===== src/rtl/pipe_adder_pkg.sv =====
// rtl/pipe_adder_pkg.sv - shared constants and helpers for the pipelined adder
package pipe_adder_pkg;

    // Operation select carried on the sub input.
    typedef enum logic {
        OP_ADD = 1'b0,
        OP_SUB = 1'b1
    } op_e;

    // Bit positions of the condition flags in the ALU status word.
    localparam int FLAG_C = 0;
    localparam int FLAG_V = 1;
    localparam int FLAG_Z = 2;
    localparam int FLAG_W = 3;

    // Width of one carry-linked segment; WIDTH must divide evenly by STAGES.
    function automatic int seg_width(input int width, input int stages);
        return width / stages;
    endfunction

endpackage


===== src/rtl/pipe_adder_seg.sv =====
// rtl/pipe_adder_seg.sv - one segment adder with carry-in and carry-out
module pipe_adder_seg #(
    parameter int SEG = 8
) (
    input  logic [SEG-1:0] a,
    input  logic [SEG-1:0] b,
    input  logic           cin,
    output logic [SEG-1:0] sum,
    output logic           cout
);

    // Plain ripple within the segment; the segment is short enough to close timing.
    assign {cout, sum} = {1'b0, a} + {1'b0, b} + {{SEG{1'b0}}, cin};

endmodule


===== src/rtl/pipe_adder.sv =====
// rtl/pipe_adder.sv - pipelined add/subtract unit with valid/ready handshake
module pipe_adder
    import pipe_adder_pkg::*;
#(
    parameter int WIDTH  = 32,
    parameter int STAGES = 4
) (
    input  logic             clk,
    input  logic             rst_n,
    input  logic             in_valid,
    output logic             in_ready,
    input  logic [WIDTH-1:0] op1,
    input  logic [WIDTH-1:0] op2,
    input  logic             sub,
    output logic             out_valid,
    input  logic             out_ready,
    output logic [WIDTH-1:0] out,
    output logic             carry,
    output logic             overflow,
    output logic             zero
);

    localparam int SEG  = seg_width(WIDTH, STAGES);
    localparam int LAST = STAGES - 1;

    // Stage registers: operands travel forward so later stages find their
    // segment, the partial result accumulates one segment per stage.
    logic [STAGES-1:0][WIDTH-1:0] a_q;
    logic [STAGES-1:0][WIDTH-1:0] b_q;
    logic [STAGES-1:0][WIDTH-1:0] r_q;
    logic [STAGES-1:0]            c_q;
    logic [STAGES-1:0]            v_q;
    logic [FLAG_W-1:0]            flags_q;

    // Inputs seen by each stage (external operands for stage 0).
    logic [STAGES-1:0][WIDTH-1:0] a_src;
    logic [STAGES-1:0][WIDTH-1:0] b_src;
    logic [STAGES-1:0][WIDTH-1:0] r_src;
    logic [STAGES-1:0]            c_src;
    logic [STAGES-1:0]            v_src;

    logic [STAGES-1:0][SEG-1:0]   seg_sum;
    logic [STAGES-1:0]            seg_co;
    logic [STAGES-1:0][WIDTH-1:0] r_nxt;
    logic [FLAG_W-1:0]            flags_nxt;
    logic [WIDTH-1:0]             b_in;
    logic                         stall;
    logic                         unused_bits;

    // A held result freezes the whole pipe; nothing may enter behind it.
    assign stall    = v_q[LAST] & ~out_ready;
    assign in_ready = ~stall;

    // Subtraction is op1 + ~op2 + 1, the +1 entering as stage 0 carry-in.
    assign b_in = (sub == OP_SUB) ? ~op2 : op2;

    genvar k;
    generate
        for (k = 0; k < STAGES; k++) begin : gen_stage
            if (k == 0) begin : gen_head
                assign a_src[0] = op1;
                assign b_src[0] = b_in;
                assign r_src[0] = '0;
                assign c_src[0] = sub;
                assign v_src[0] = in_valid & in_ready;
            end else begin : gen_link
                assign a_src[k] = a_q[k-1];
                assign b_src[k] = b_q[k-1];
                assign r_src[k] = r_q[k-1];
                assign c_src[k] = c_q[k-1];
                assign v_src[k] = v_q[k-1];
            end

            pipe_adder_seg #(
                .SEG (SEG)
            ) u_seg (
                .a    (a_src[k][k*SEG +: SEG]),
                .b    (b_src[k][k*SEG +: SEG]),
                .cin  (c_src[k]),
                .sum  (seg_sum[k]),
                .cout (seg_co[k])
            );
        end
    endgenerate

    // Merge each stage's new segment into the partial result it forwards.
    always_comb begin
        r_nxt = r_src;
        for (int i = 0; i < STAGES; i++) begin
            r_nxt[i][i*SEG +: SEG] = seg_sum[i];
        end
    end

    // Flags come from the complete result formed in the last stage.
    always_comb begin
        flags_nxt         = '0;
        flags_nxt[FLAG_C] = seg_co[LAST];
        flags_nxt[FLAG_V] = (a_src[LAST][WIDTH-1] == b_src[LAST][WIDTH-1]) &&
                            (r_nxt[LAST][WIDTH-1] != a_src[LAST][WIDTH-1]);
        flags_nxt[FLAG_Z] = (r_nxt[LAST] == '0);
    end

    // Operand bits a stage no longer needs, and the last-stage carry copy,
    // are left for synthesis to prune.
    assign unused_bits = ^{a_src, b_src, c_q[LAST]};

    // Pipeline advance: every stage moves together unless the output is held.
    always_ff @(posedge clk or negedge rst_n) begin
        if (!rst_n) begin
            a_q     <= '0;
            b_q     <= '0;
            r_q     <= '0;
            c_q     <= '0;
            v_q     <= '0;
            flags_q <= '0;
        end else if (!stall) begin
            a_q     <= a_src;
            b_q     <= b_src;
            r_q     <= r_nxt;
            c_q     <= seg_co;
            v_q     <= v_src;
            flags_q <= flags_nxt;
        end
    end

    assign out_valid = v_q[LAST];
    assign out       = r_q[LAST];
    assign carry     = flags_q[FLAG_C];
    assign overflow  = flags_q[FLAG_V];
    assign zero      = flags_q[FLAG_Z];

endmodule


===== config.mk =====
export PLATFORM = sky130hd
export DESIGN_NAME = pipe_adder
export DESIGN_NICKNAME = d
export VERILOG_FILES = /design/src/rtl/pipe_adder_pkg.sv /design/src/rtl/pipe_adder_seg.sv /design/src/rtl/pipe_adder.sv
export SDC_FILE = /design/constraint.sdc
export NUM_CORES = 1
export LEC_CHECK = 0
export CORE_ASPECT_RATIO = 0.6
export CORE_MARGIN = 2
export CORE_UTILIZATION = 56
export DETAILED_ROUTE_END_ITERATION = 16
export GPL_TIMING_DRIVEN = 0
export PLACE_DENSITY = 0.8
export SETUP_SLACK_MARGIN = 0.05
export SKIP_CTS_REPAIR_TIMING = 1
export SLEW_MARGIN = 20
export SYNTH_ARGS = -nofsm -noshare
export SYNTH_HDL_FRONTEND = slang
export SYNTH_SLANG_ARGS = --single-unit

===== constraint.sdc =====
create_clock -name clk -period 3.25 [get_ports clk]
set_clock_uncertainty 0.2 [all_clocks]
set_input_delay 0.65 -clock clk [delete_from_list [all_inputs] [get_ports clk]]
set_output_delay 0.65 -clock clk [all_outputs]
set_load 0.02 [all_outputs]

# ---- Word-level counts from Yosys, hierarchy flattened
# Index checks and enable logic that the tools add are counted.
# W data, S select, Z words.
dict set report totals {
  latch_bits 0
  reg_bits 282
  n_memories 0
  input_bits 69
  rom_bits 0
  word_cells 31
  ram_bits 0
  output_inout_bits 37
}
dict set report op_classes {
  n_mux 1
  magnitude_cmp 0
  n_div 0
  reduce_logical 2
  n_bitwise 5
  n_addsub 8
  mul 0
  shift 0
  eq_ne 2
}
# operator count
set ops {}
lappend ops {{$add A8 B8 Y9} 4}
lappend ops {{$add A9 B1 Y9} 4}
lappend ops {{$logic_not A32 Y1} 1}
lappend ops {{$mux W32} 1}
lappend ops {{$not A32 Y32} 1}
lappend ops {{$and A1 B1 Y1} 2}
lappend ops {{$not A1 Y1} 2}
lappend ops {{$eq A1 B1 Y1} 1}
lappend ops {{$logic_and A1 B1 Y1} 1}
lappend ops {{$ne A1 B1 Y1} 1}

# ---- Logic depth before layout (Yosys ltp)
dict set report logic_depth {
  word_depth 4
  depth_mapped 10
  mapped_depth_nobuf 10
}

# ---- Hierarchy
# From an unflattened synthesis, not the netlist that was laid out.
dict set report unflattened {
  hier_cells 972
  hier_area_um2 8709.6
}
# module cells_per_inst seq_area_each_um2 area_each_um2 n_inst
set modules_own_cells {}
lappend modules_own_cells {pipe_adder 808 4654.5 7402.1 1}
lappend modules_own_cells {{pipe_adder_seg (gen_stage[0].u_seg ...)} 42 0.0 331.6 3}
lappend modules_own_cells {{pipe_adder_seg (gen_stage[3].u_seg)} 38 0.0 312.8 1}

# ---- Worst setup path after synthesis
# OpenSTA, ideal clock, no wires.
dict set report synth_timing {
  path_type {input port to flip-flop}
  from {in sub}
  to {reg c_q[0]}
  slack_ns 0.402
  path_buffers 2
  arrival_time_ns 2.510
  stages 10
  setup_time_ns 0.138
  t_required_ns 2.912
  cell_sequence {clkbuf_1 > buf_2 > xor2_1 > fa_1 > a21o_1 > a21oi_1 > o21ai_0 > and3b_1 > o21ai_0 > a31oi_1}
}
dict set report synth_between {
  elab_chain_cells 3
}
# element line
set synth_rtl {}
lappend synth_rtl {{from (decl)} pipe_adder.sv:14} ;# input logic sub,
lappend synth_rtl {{$mux W32} pipe_adder.sv:55} ;# assign b_in = (sub == OP_SUB) ? ~op2 : op2;
lappend synth_rtl {{$add A8 B8 Y9} pipe_adder_seg.sv:13} ;# assign {cout, sum} = {1'b0, a} + {1'b0, b} + {{SEG{1'b0}}, cin};
lappend synth_rtl {{$add A9 B1 Y9 *} pipe_adder_seg.sv:13}
lappend synth_rtl {{to (signal assigned)} pipe_adder.sv:120} ;# c_q <= seg_co;
lappend synth_rtl {{to (decl)} pipe_adder.sv:31} ;# logic [STAGES-1:0] c_q;
# Mark *: on every way between the ends. The rest lies on a longest branch, timed or not.
# A chain may end at the register's enable or synchronous reset.

# ---- Worst setup path after layout
dict set report layout_timing {
  from {in out_ready}
  to {out in_ready}
}
dict set report layout_between {
  elab_chain_cells 3
}
# element line
set layout_rtl {}
lappend layout_rtl {{from (decl)} pipe_adder.sv:16} ;# input logic out_ready,
lappend layout_rtl {{$not A1 Y1} pipe_adder.sv:51} ;# assign stall = v_q[LAST] & ~out_ready;
lappend layout_rtl {{$and A1 B1 Y1} pipe_adder.sv:51}
lappend layout_rtl {{$not A1 Y1} pipe_adder.sv:52} ;# assign in_ready = ~stall;
lappend layout_rtl {{to (decl)} pipe_adder.sv:11} ;# output logic in_ready,
# No other way between the ends.

==> impl_metrics.ini <==
[placed_design]
dp_hpwl_um = 14800
io_buffers = 104
dp_slack_ns = -0.958
gp_congestion = 0.849

[yosys]
syn_nets = 1032
yosysUniqueCellTypes = 40
ys_seq_elements = 186
synth-edff-count = 0
synthCells = 928
synth-main-ff-cell = dfrtp_1
synth_warnings = 0
postSynth.asyncResetShare_pct = 100
syn-cell-area_mm2 = 0.00843
avgSynthCellArea_um2 = 9.08
ys_seq_area_share_pct = 55.2

[grt]
grt_use_total_pct = 27.3
grt_pass1_wl_um = 33400
grt_pass1_vias = 6310
grt-ovfl-total = 0
grt_start_max_net_pins = 97
antenna_found_initial = 0

[timing]
rsz0062_at_grt = no
timing.slew.headroom_pct = 50.4
tightest_slew_ns = 0.744
setup_tns_ns = 0
max_freq_ghz = 0.338
finalCriticalPeriod_ns = 2.96
slew_viol_final = 0
fin_ws_ns = 0.287
setup_viol = 0
min_period_over_period_pct = 91.2
hold_viol = 0

[layout]
fill_cells = 1160
nNetsFinal = 1155
drive_gt1_share_pct = 5.08
areaGrowthSynthToFinish_pct = 22.4
diodes = 0

[floorplanning]
dieArea_mm2 = 0.0161
die_y_um = 99.0
initial_core_util_pct = 57.7
die_w_um = 162
rows = 34
io_pins = 106
core_mm2 = 0.0146

[hold_path]
hold_class = in2async

[routing]
dr.pass1.iters = 4
drcViolationCount = 0
wl_per_cell_um = 16.4
viasPerCell = 5.34
first_iter_violations = 616
wl_um = 20600
postRouteAntennaNets = 0
vias = 6743

[pwr]
switching_share_pct = 40.0
p_clk_share_pct = 19.1
pwr-share-comb_pct = 41.1
p_per_area_mw_per_mm2 = 994
ir_drop_mv = 0.454
p_int_w = 0.00615
leakagePower_nw = 5.01
p_switching_w = 0.00410
pwr-share-seq_pct = 39.8

[critical_path]
crit_fanout = 16
arrival_ns = 2.11
worstPathRequired_ns = 2.40
worstSetupPathType = in2out
critPathLaunchType = primary input
crit_path_end_kind = output pin

[run_status]
status = complete, no violations

[clocking]
cts_tree = done
h-tree-depth = 4
cts_sinks = 186
path_clk_slew_ns = 0.07
insertion_delay_ns = 0.43
cts-root-buf = clkbuf_16
cts_buffers = 17
clockBufferDepth = 2

[run]
cap_violations = 0
-- placed cells by master, fill, tap and decap left out, types with 3 or more instances in the layout --
master / synthesis / layout
clkbuf_8: 0 / 3
a21oi_1: 15 / 15
xnor2_1: 33 / 33
and3b_1: 3 / 3
o31ai_1: 10 / 10
nor2b_1: 3 / 3
nor3_1: 11 / 11
inv_6: 0 / 4
ha_1: 28 / 28
a211oi_1: 4 / 4
o21bai_1: 5 / 5
clkinv_4: 0 / 3
nor2_1: 28 / 28
clkinvlp_4: 0 / 4
o21ai_1: 3 / 3
clkbuf_16: 0 / 17
a31oi_1: 4 / 4
a21o_1: 4 / 4
dfrtp_1: 186 / 186
clkdlybuf4s50_1: 0 / 102
xor2_1: 12 / 12
buf_2: 13 / 13
o21a_1: 7 / 7
clkbuf_1: 31 / 30
nand2_1: 423 / 423
nor4_1: 6 / 6
inv_1: 19 / 19
fa_1: 7 / 7
o21ai_0: 50 / 50
-- path summary, 6_finish.rpt --
kind,startpoint,end,slack [ns],depth (start not counted)
min in group clk,v_q[2],v_q[3],0.26,1
max reg2reg,b_q[88],flags_q[2],0.52,8
max,out_ready,in_ready,0.29,6
max in group asynchronous,rst_n,a_q[31],1.94,2
min,rst_n,out[4],0.04,1
min reg2reg,v_q[2],v_q[3],0.26,1
-- registers in the layout, indices dropped and copies added (netlist names) --
signal / cells
a_q: 48
b_q: 48
c_q: 3
flags_q: 3
out: 32
r_nxt: 48
v_q: 4
-- through the flow --
stage          hold WS [ns]  area [um2]  total power, W  cells  util [%]
2_1_floorplan         0.154        8430         0.00664    928         -
6_report             0.0361       10300          0.0103   1262      70.7
5_1_grt              0.0892       10300          0.0109   1262      70.7
4_1_cts              0.0735       10300          0.0102   1263      70.6
3_3_place_gp          0.245        9710         0.00805   1230      66.6
3_5_place_dp          0.248        9750         0.00821   1231      66.8
-- logic make-up (layout without fill, tap and decap cells) --
kind of cell | Yosys count | count (layout) | synth area share (%)
xor+xnor | 46 | 46 | 4.87
fa+ha+maj | 35 | 35 | 5.82
compound gates | 112 | 112 | 8.33
flops | 186 | 186 | 55.2
simple gates | 483 | 483 | 22.5
mux | 1 | 1 | 0.178
buf+inv | 65 | 201 | 3.09
-- cells in the mapped netlist (2+ instances only) --
cell | number | area, um2
o21ai_0 | 50 | 250
o31ai_1 | 10 | 75.1
a21oi_1 | 15 | 75.1
nand4_1 | 2 | 12.5
o21ai_1 | 3 | 15.0
nor2_1 | 28 | 105
nand2_1 | 423 | 1590
inv_1 | 19 | 71.3
a211oi_2 | 2 | 25.0
or3_1 | 2 | 12.5
a21boi_0 | 2 | 15.0
fa_1 | 7 | 140
o211a_1 | 2 | 20.0
xor2_1 | 12 | 105
dfrtp_1 | 186 | 4650
nand2b_1 | 2 | 12.5
xnor2_1 | 33 | 289
nor4_1 | 6 | 37.5
nor2b_1 | 3 | 18.8
o21bai_1 | 5 | 37.5
a31oi_1 | 4 | 25.0
nor3_1 | 11 | 55.1
o21a_1 | 7 | 52.6
clkbuf_1 | 31 | 116
and3b_1 | 3 | 26.3
ha_1 | 28 | 350
a21o_1 | 4 | 30.0
a211oi_1 | 4 | 30.0
buf_2 | 13 | 65.1
-- worst max-delay path, cell delays in order --
cell and delay (ns):
clkdlybuf4s50_1 0.46, nor2b_1 0.04, clkbuf_2 0.22, inv_6 0.21
clkbuf_4 0.27, dlymetal6s2s_1 0.25
-- power groups by stage --
stage	clock network (W)	logic [W]	registers, W
global placement	0	0.00400	0.00405
finish	0.00196	0.00421	0.00408
floorplan	0	0.00254	0.00410
global route	0.00207	0.00468	0.00419
CTS	0.00196	0.00418	0.00405
detailed placement	0	0.00412	0.00409
-- routing by layer --
metal / vias up / track usage (%) / wire length (um)
met5: - / 0 / 0
met4: 0 / 6.40 / 304
met3: 28 / 6.69 / 1740
met2: 249 / 37.4 / 8300
met1: 3247 / 43.5 / 10300
li1: 3219 / - / -
-- layout make-up --
cell class              instances  area, um2  area share, %
plain buffers                  44        186           1.81
clock buffers                  22        474           4.60
clock inverters                10       82.6          0.801
inverters                      20       80.1          0.777
multi-input cells             677       3510           34.0
flip-flops and latches        186       4650           45.1
well taps                     198        248           2.40
repair buffers                105       1080           10.4
No activity file was read; power rests on OpenSTA's default activity.
